--- src/rtl/hamming_pkg.sv ---
// hamming_pkg: shared SECDED codeword layout, encoder FSM states and the 11->16 bit encode function
package hamming_pkg;
   localparam int P0 = 0;
   localparam int P1 = 1;
   localparam int P2 = 2;
   localparam int P4 = 4;
   localparam int P8 = 8;
   typedef enum logic [2:0] {
      S_IDLE, S_RD_LO, S_RD_HI, S_CAP, S_WR_LO, S_WR_HI, S_DONE
   } enc_state_e;
   // d[k] is data bit k as numbered by the decoder, so cw bit positions 1,2,4,8 carry parity
   function automatic logic [15:0] encode11(input logic [11:1] d);
      logic p8, p4, p2, p1, p0;
      p8 = ^d[11:5];
      p4 = (^d[11:8]) ^ (^d[4:2]);
      p2 = d[11] ^ d[10] ^ d[7] ^ d[6] ^ d[4] ^ d[3] ^ d[1];
      p1 = d[11] ^ d[9] ^ d[7] ^ d[5] ^ d[4] ^ d[2] ^ d[1];
      p0 = (^d) ^ p8 ^ p4 ^ p2 ^ p1;
      return {d[11:5], p8, d[4:2], p4, d[1], p2, p1, p0};
   endfunction
endpackage

--- src/rtl/hamming_enc11.sv ---
// hamming_enc11: combinational 11-bit message to 16-bit SECDED codeword
module hamming_enc11
   import hamming_pkg::*;
(
   input  logic [10:0] msg_i,
   output logic [15:0] cw_o
);
   assign cw_o = encode11(msg_i);
endmodule

--- src/rtl/hamming_enc_engine.sv ---
// hamming_enc_engine: byte-wide bus master reading NUM_MSG 11-bit messages and writing SECDED codewords
module hamming_enc_engine
   import hamming_pkg::*;
#(
   parameter int NUM_MSG  = 15,
   parameter int SRC_BASE = 0,
   parameter int DST_BASE = 30,
   parameter int ADDR_W   = 8
) (
   input  logic              clk,
   input  logic              reset,
   input  logic              req,
   output logic              done,
   output logic [ADDR_W-1:0] mem_addr,
   output logic              mem_wr_en,
   output logic [7:0]        mem_wr_data,
   input  logic [7:0]        mem_rd_data
);
   localparam int IW = NUM_MSG > 1 ? $clog2(NUM_MSG) : 1;
   enc_state_e state_q, state_d;
   logic [IW-1:0] idx_q, idx_d;
   logic [7:0] lo_q, lo_d;
   logic [2:0] hi_q, hi_d;
   logic [15:0] cw;
   logic [ADDR_W-1:0] off, src_a, dst_a;
   hamming_enc11 u_enc (.msg_i({hi_q, lo_q}), .cw_o(cw));
   assign off   = ADDR_W'({idx_q, 1'b0});
   assign src_a = ADDR_W'(SRC_BASE) + off;
   assign dst_a = ADDR_W'(DST_BASE) + off;
   always_ff @(posedge clk) begin
      if (reset) begin
         state_q <= S_IDLE;
         idx_q   <= '0;
         lo_q    <= '0;
         hi_q    <= '0;
      end else begin
         state_q <= state_d;
         idx_q   <= idx_d;
         lo_q    <= lo_d;
         hi_q    <= hi_d;
      end
   end
   // outputs decode straight from the state so a reset returns them to zero on the next cycle
   always_comb begin
      state_d     = state_q;
      idx_d       = idx_q;
      lo_d        = lo_q;
      hi_d        = hi_q;
      mem_addr    = '0;
      mem_wr_en   = 1'b0;
      mem_wr_data = '0;
      done        = 1'b0;
      unique case (state_q)
         S_IDLE: if (req) begin
            state_d = S_RD_LO;
            idx_d   = '0;
         end
         S_RD_LO: begin
            mem_addr = src_a;
            state_d  = S_RD_HI;
         end
         S_RD_HI: begin
            mem_addr = src_a + ADDR_W'(1);
            lo_d     = mem_rd_data;
            state_d  = S_CAP;
         end
         S_CAP: begin
            hi_d    = mem_rd_data[2:0];
            state_d = S_WR_LO;
         end
         S_WR_LO: begin
            mem_addr    = dst_a;
            mem_wr_en   = 1'b1;
            mem_wr_data = cw[7:0];
            state_d     = S_WR_HI;
         end
         S_WR_HI: begin
            mem_addr    = dst_a + ADDR_W'(1);
            mem_wr_en   = 1'b1;
            mem_wr_data = cw[15:8];
            state_d     = idx_q == IW'(NUM_MSG - 1) ? S_DONE : S_RD_LO;
            idx_d       = idx_q == IW'(NUM_MSG - 1) ? idx_q : idx_q + IW'(1);
         end
         S_DONE: begin
            done = 1'b1;
            if (req) begin
               state_d = S_RD_LO;
               idx_d   = '0;
            end
         end
         default: state_d = S_IDLE;
      endcase
   end
endmodule

--- config.mk ---
export PLATFORM = sky130hd
export DESIGN_NAME = hamming_enc_engine
export DESIGN_NICKNAME = d
export VERILOG_FILES = /design/src/rtl/hamming_pkg.sv /design/src/rtl/hamming_enc11.sv /design/src/rtl/hamming_enc_engine.sv
export SDC_FILE = /design/constraint.sdc
export NUM_CORES = 1
export LEC_CHECK = 0
export ABC_AREA = 1
export CORE_AREA = 2 2 73 75
export CTS_CLUSTER_DIAMETER = 200
export DETAILED_ROUTE_END_ITERATION = 16
export DIE_AREA = 0 0 75 77
export GPL_TIMING_DRIVEN = 0
export SETUP_SLACK_MARGIN = 0.5
export SYNTH_ARGS = -nofsm -noshare
export SYNTH_HDL_FRONTEND = slang
export SYNTH_HIERARCHICAL = 1
export SYNTH_SLANG_ARGS = --single-unit
--- constraint.sdc ---
create_clock -name clk -period 1.58 [get_ports clk]
set_input_delay 0.316 -clock clk [delete_from_list [all_inputs] [get_ports clk]]
set_output_delay 0.316 -clock clk [all_outputs]
set_load 0.005 [all_outputs]
==> summary.md, run 1 <==
| Metric | Value |
|---|---|
| Status | `finished, violations left` |
| Violated checks | `negative setup slack` |
| Per-cell routed wire length | `12.5 µm` |
| Number of synthesized flops with an enable pin | `0` |
| Clock slew at reported path FFs | `0.08 ns` |
| Routed WL | `slightly below 5000 µm` |
| Num ports | `29` |
| Initial antenna violation count | `0` |
| Root buffer cell | `clkbuf_8` |
| CTS max path bufs | `2` |
| Worst Setup SP | `hi_q[2]` |
| Async set or reset register ratio after synthesis | `0%` |
| RSZ-0062 raised after global routing | `true` |
| Primary FF master, synth | `dfxtp_1` |
| TritonRoute pass-1 iters | `4` |
| Max H-tree Level | `1` |
| Fin crit period | `1.94 ns` |
| CP arrival | `1.62 ns` |
| Clk_skew | `0.0138 ns` |
| P per Cell Area | `767 nW/µm²` |
| Site row count | `26` |
| CTS buffer count | `3` |
| Largest net degree at the start of global routing | `11` |
| FMAX | `515 MHz` |
| Crit-path cells | `buf_4 -> nand2_1 -> nand3_1 -> nand2_2 -> inv_2 -> nand2_2 -> nand2_2 -> nand2_1 -> nand2_1 -> a32o_1 -> buf_2` |
| Fin cells | `slightly below 400` |
| Synthesized cell area | `about 1600 µm²` |
| Die ar. | `5780 µm²` |
| DP HPWL | `2830 µm` |
| Reg-to-Reg End | `state_q[2]` |
| IO Port Bufs | `26` |
| Routed vias/inst | `4.46` |
| CP Capture Type | `output pin` |
| Worst Setup Start Kind | `flip-flop` |
| Grt ovf | `0` |
| Worst IR Drop VDD | `0.000429 V` |
| Max Cap Violations | `0` |
| Hold WS | `~0.47 ns` |
| Placed cells | `348` |
| Endpoints failing setup | `17` |
| Share of layout cells above drive strength 1 | `56.1%` |
| Yosys cell types | `28` |
| Final number of hold-violating endpoints | `0` |
| Die Width | `75 µm` |
| Core area | `4980 µm²` |
| Vias | `roughly 1800` |
| Final routed DRC violation total | `0` |
| Post-synth top area cell | `dfxtp_1` |
| Vias in the first global route | `1598` |
| Area growth syn-to-layout | `69.2%` |
| Critical Path Fanout Max | `4` |
| Sequential area share after synthesis | `approximately 22%` |
| Initial drt markers | `64` |
| Net count, final | `341` |
| Mapped Cells | `251` |
| CTS tree | `yes` |
| ANT nets after route | `0` |
| Setup slack, reg-to-reg | `-0.02 ns` |
| Final Worst Setup Slack | `-0.360 ns` |
| Commonest cells in the synthesized netlist | `nand2_1, inv_1, dfxtp_1, nor2_1, buf_4` |
| Critical path class | `flip-flop to output pin` |
| Ranking of synthesized cells by area | `dfxtp_1, nand2_1, inv_1` |
| Final Max Slew Viols | `0` |
| Top-area cell type share of the netlist area | `roughly 22%` |
| Worst Path Required | `around 1.3 ns` |
| Crit share post-route | `123%` |
| Clock Sinks | `18` |
| Worst skew pair latency | `0.27 ns` |
| GP Congestion | `0.822` |
| Crit path max-delay cell type | `dfxtp_4` |
| Effective utilization at floorplan | `roughly a third` |
| R2R cell count | `13` |
| Number of cells on the worst hold path | `2` |
| Largest stage delay, worst path | `0.36 ns` |
| Pleak | `1.33 nW` |
| Min-Delay Path Class | `flip-flop to flip-flop` |
| Diode count | `0` |
| First-pass GRT wire length | `7040 µm` |
| Fill count | `~450` |
| Capture point of the worst path | `mem_wr_data[0]` |
| Synthesized flop and latch total | `18` |
| Ys Warns | `6` |
| Avg Inst Size Synth | `6.39 µm²` |
| Top-count cell post-synth | `nand2_1` |
| Die Y | `77 µm` |
| RR Startpoint | `state_q[1]` |
| All-Layer GR Usage | `between 15 and 20%` |
-- state kept, by name, summed over array words and instances (netlist names) --
register and cells:
hi_q 3, idx_q 4, lo_q 8, state_q 3
-- worst max-delay path, delay by kind of cell (launching register included) --
kind	cells	cell delay, ns
flops	1	0.36
simple gates	7	0.49
compound gates	1	0.20
buf+inv	3	0.30
-- report_power, final --
group	internal (mW)	leakage [nW]	total (mW)	switching (mW)
clock	0.222	0.0288	0.395	0.172
combinational	0.551	1.15	1.11	0.563
sequential	0.504	0.155	0.571	0.0671
total	1.28	1.33	2.08	0.802
-- cell type report --
cell class              instances  area [µm²]  share of cell area (%)
flip-flops and latches         18         393                    14.5
clock buffers                   4        55.1                    2.03
inverters                      45         186                    6.87
multi-input cells             169        1170                    43.2
plain buffers                  20         170                    6.27
repair buffers                 70         648                    23.9
well taps                      70        87.6                    3.23
-- metrics by stage --
stage | power, mW | setup slack, ns | util, % | TNS, ns | instance area [µm²]
2_1_floorplan | 1.18 | 0.119 | - | 0 | 1710
3_3_place_gp | 1.34 | -0.380 | 41.3 | -3.20 | 2050
3_5_place_dp | 1.35 | -0.396 | 41.3 | -3.19 | 2050
4_1_cts | 1.89 | -0.360 | 48.9 | -2.50 | 2430
5_1_grt | 2.20 | -0.451 | 54.5 | -4.23 | 2710
6_report | 2.08 | -0.360 | 54.5 | -3.21 | 2710
-- cells in the final DEF (no fill, tap or decap), drive strengths merged --
cell type,instances
buf,80
nand2,77
inv,45
nor2,20
dfxtp,18
a21oi,14
o21ai,14
nand3,12
clkdlybuf4s50,9
a32o,8
xor2,8
xnor2,5
clkbuf,4
o22ai,3
ha,3
conb,2
nor3,1
a31oi,1
or2,1
dlygate4sd2,1
-- layer usage --
metal	wire (µm)	GRT usage [%]	vias to the layer above
met1	1980	18.1	812
met3	158	2.10	8
li1	-	-	911
met2	2710	28.8	35
met5	0	0	-
met4	98	4.64	0
-- cells by family after synthesis --
| logic type | synth area share, % |
|---|---|
| and+or+nand+nor | 31.5 |
| buffers and inverters | 19.9 |
| AOI/OAI and AO/OA | 15.5 |
| DFF | 22.5 |
| xor gates and xnor gates | 8.04 |
| adders and majority gates | 2.34 |
| other | 0.234 |
-- worst min path at each step --
stage / to / slack, ns / from
3_3_place_gp: lo_q[6] / 0.45 / lo_q[6]
6_report: lo_q[0] / 0.47 / lo_q[0]
3_5_place_dp: lo_q[6] / 0.45 / lo_q[6]
4_1_cts: idx_q[1] / 0.46 / reset
5_1_grt: lo_q[0] / 0.48 / lo_q[0]
2_1_floorplan: idx_q[1] / 0.37 / reset
-- timing repair --
item / in CTS / in global routing
setup buffers: 31 / 13
pin swaps: 30 / 24
hold buffers: 0 / 0
endpoints found under the setup margin: 34 / 34
resized for setup: 117 / 49
Note: power is estimated with default switching activity, not from simulation.
==> run 2, diff against run 1 <==
Settings changed: CORE_AREA 2 2 73 75 to 10 10 81 83, DIE_AREA 0 0 75 77 to 0 0 91 93.
==> run 2 against run 1 <==
  * The flow still finishes with violations (negative setup slack)
  * Sequential power decreased by 0.9%
  * Total power increased by 4.8%
  * Register-to-register slack worse by 0.05 ns
  * Clock-buffer cell count did not move
  * Sequential share of layout area shrank 0.52 points
  * Fmax is 0.64% higher
  * Clock skew down 0.011 ns
  * Clock power shrank 4%
  * First-iteration DRC count is 27% lower
==> summary.md, run 2 (same netlist as run 1, synthesis figures left out) <==
| Metric | Value |
|---|---|
| Pleak | `1.39 nW (+4.2%)` |
| Crit share post-route | `122% (-0.78 points)` |
| Grt ovf | `0 (unchanged)` |
| Num ports | `29 (unchanged)` |
| CTS buffer count | `3 (unchanged)` |
| Fill count | `478 (+6.7%)` |
| Vias in the first global route | `1726 (+8.0%)` |
| CTS tree | `yes` |
| Max Cap Violations | `0 (unchanged)` |
| Die Width | `91 µm (+21%)` |
| Area growth syn-to-layout | `77.8%` |
| Endpoints failing setup | `17 (unchanged)` |
| Critical path class | `flip-flop to output pin` |
| Initial drt markers | `47 (-27%)` |
| Routed vias/inst | `4.46 (about the same)` |
| Critical Path Fanout Max | `8 (+4)` |
| Site row count | `26 (unchanged)` |
| Setup TNS | `-2.91 ns (+0.299 ns)` |
| Worst IR Drop VDD | `0.000359 V (-16%)` |
| Clk_skew | `0.00286 ns (-0.0110 ns)` |
| Routed WL | `5150 µm (+4.2%)` |
| RR Startpoint | `state_q[0]` |
| Die Y | `93 µm (+21%)` |
| Max FFs per register | `8 (unchanged)` |
| Setup slack, reg-to-reg | `-0.07 ns (-0.05 ns)` |
| Hold WS | `0.485 ns (+0.0154 ns)` |
| Root buffer cell | `clkbuf_8` |
| Setup WS pre-CTS | `-0.423 ns (-0.0270 ns)` |
| Post-Layout Inst Area | `2850 µm² (+5.1%)` |
| CTS max path bufs | `2 (unchanged)` |
| CP Capture Type | `output pin` |
| First-pass GRT wire length | `7910 µm (+12%)` |
| Final routed DRC violation total | `0 (unchanged)` |
| Worst skew pair latency | `0.25 ns (-0.02 ns)` |
| All-Layer GR Usage | `10.9% (-4.7 points)` |
| DP HPWL | `3080 µm (+8.8%)` |
| Effective utilization at floorplan | `32.0% (-0.21 points)` |
| Worst Path Required | `1.26 ns (about the same)` |
| Reg-to-Reg End | `state_q[2]` |
| Violated checks | `negative setup slack` |
| P per Cell Area | `765 nW/µm² (-0.25%)` |
| Commonest non-fill, non-tap cell in the layout | `nand2_1` |
| Placed cell areas | `2050 µm² (unchanged)` |
| Fin crit period | `1.93 ns (-0.0123 ns)` |
| Clock Sinks | `18 (unchanged)` |
| Final Worst Setup Slack | `-0.348 ns (+0.0123 ns)` |
| Number of cells on the worst hold path | `2 (unchanged)` |
| Vias | `1816 (+2.8%)` |
| R2R cell count | `13 (unchanged)` |
| Pwr Total | `2.18 mW (+4.8%)` |
| RSZ-0062 raised after global routing | `true` |
| Hold endpoint | `idx_q[1]` |
| Final Max Slew Viols | `0 (unchanged)` |
| Max H-tree Level | `1 (unchanged)` |
| CP arrival | `1.61 ns (about the same)` |
| FMAX | `519 MHz (+0.64%)` |
| GP Congestion | `0.805 (-2.1%)` |
| Worst Setup Start Kind | `flip-flop` |
| Placed cells | `348 (unchanged)` |
| ANT nets after route | `0 (unchanged)` |
| Largest Register | `lo_q` |
| Most frequent cells in the layout | `nand2_1, buf_6, buf_4` |
| Largest net degree at the start of global routing | `11 (unchanged)` |
| Area of the multi-input gates | `1200 µm² (+2.8%)` |
| Core area | `5010 µm² (+0.65%)` |
| Status | `finished, violations left` |
| Die ar. | `8460 µm² (+47%)` |
| Min-delay src | `reset` |
| Fin util | `56.9% (+2.4 points)` |
| Fin cells | `407 (+2.8%)` |
| Initial antenna violation count | `0 (unchanged)` |
| Min-Delay Path Class | `input port to flip-flop` |
| Net count, final | `352 (+3.2%)` |
| IO Port Bufs | `26 (unchanged)` |
| FF/Latch Area | `398 µm² (+1.3%)` |
| Diode count | `0 (unchanged)` |
| Largest regs | `lo_q: 8 flops, idx_q: 4 flops` |
| TritonRoute pass-1 iters | `4 (unchanged)` |
| Share of layout cells above drive strength 1 | `59.3% (+3.2 points)` |
| Final number of hold-violating endpoints | `0 (unchanged)` |
| Clock slew at reported path FFs | `0.07 ns (about the same)` |
| Per-cell routed wire length | `12.7 µm (+1.4%)` |
[run 2: changes by cell type in the layout (fill, tap and decap cells not counted), moves of 3 or more]
cell | before | now
o21ai_4 | 0 | 3
nor2_1 | 14 | 11
o21ai_1 | 3 | 0
buf_4 | 30 | 34
nor2_2 | 2 | 5
buf_6 | 31 | 41
[run 2: worst max-delay path, stage by stage (launching register included)]
cell	delay (ns)
dfxtp_2	0.33
buf_6	0.14
buf_6	0.12
xor2_2	0.13
xnor2_1	0.17
inv_1	0.06
nand2_1	0.05
nand2_1	0.05
a32o_1	0.19
buf_2	0.12
[run 2: timing repair]
| action | CTS | global route |
|---|---|---|
| setup endpoints to repair | 34 | 34 |
| hold buffers | 0 | 0 |
| setup buffers | 37 | 18 |
| resized for setup | 126 | 54 |
| pin swaps | 30 | 24 |
[run 2: how the worst max path moves through the flow]
stage                     cells after the start  slack (ns)    start        endpoint
final                                         9       -0.35  lo_q[6]  mem_wr_data[0]
after global routing                          9       -0.45  lo_q[6]  mem_wr_data[0]
after CTS                                     9       -0.37  lo_q[6]  mem_wr_data[0]
after detailed placement                     10       -0.42  lo_q[4]  mem_wr_data[0]
after global placement                       10       -0.39  lo_q[4]  mem_wr_data[0]
after floorplan                              12        0.12  lo_q[6]  mem_wr_data[0]
[run 2: cell type report]
class	count	area share (%)
plain buffers	20	5.97
clock buffers	4	1.93
inverters	45	6.45
multi-input cells	169	42.3
flip-flops and latches	18	14.0
well taps	70	3.07
repair buffers	81	26.3
[run 2: power breakdown]
part	switching, mW	internal, mW	leakage (nW)
clock network	0.158	0.221	0.0288
logic	0.596	0.639	1.20
registers	0.0635	0.502	0.156
[run 2: layer usage]
metal | global-route usage, % | vias up | part of all wire, %
met2 | 21.9 | 26 | 55
met1 | 11.2 | 842 | 40
met4 | 3.39 | 0 | 1.1
li1 | - | 942 | -
met5 | 0 | - | 0
met3 | 1.76 | 6 | 3.3
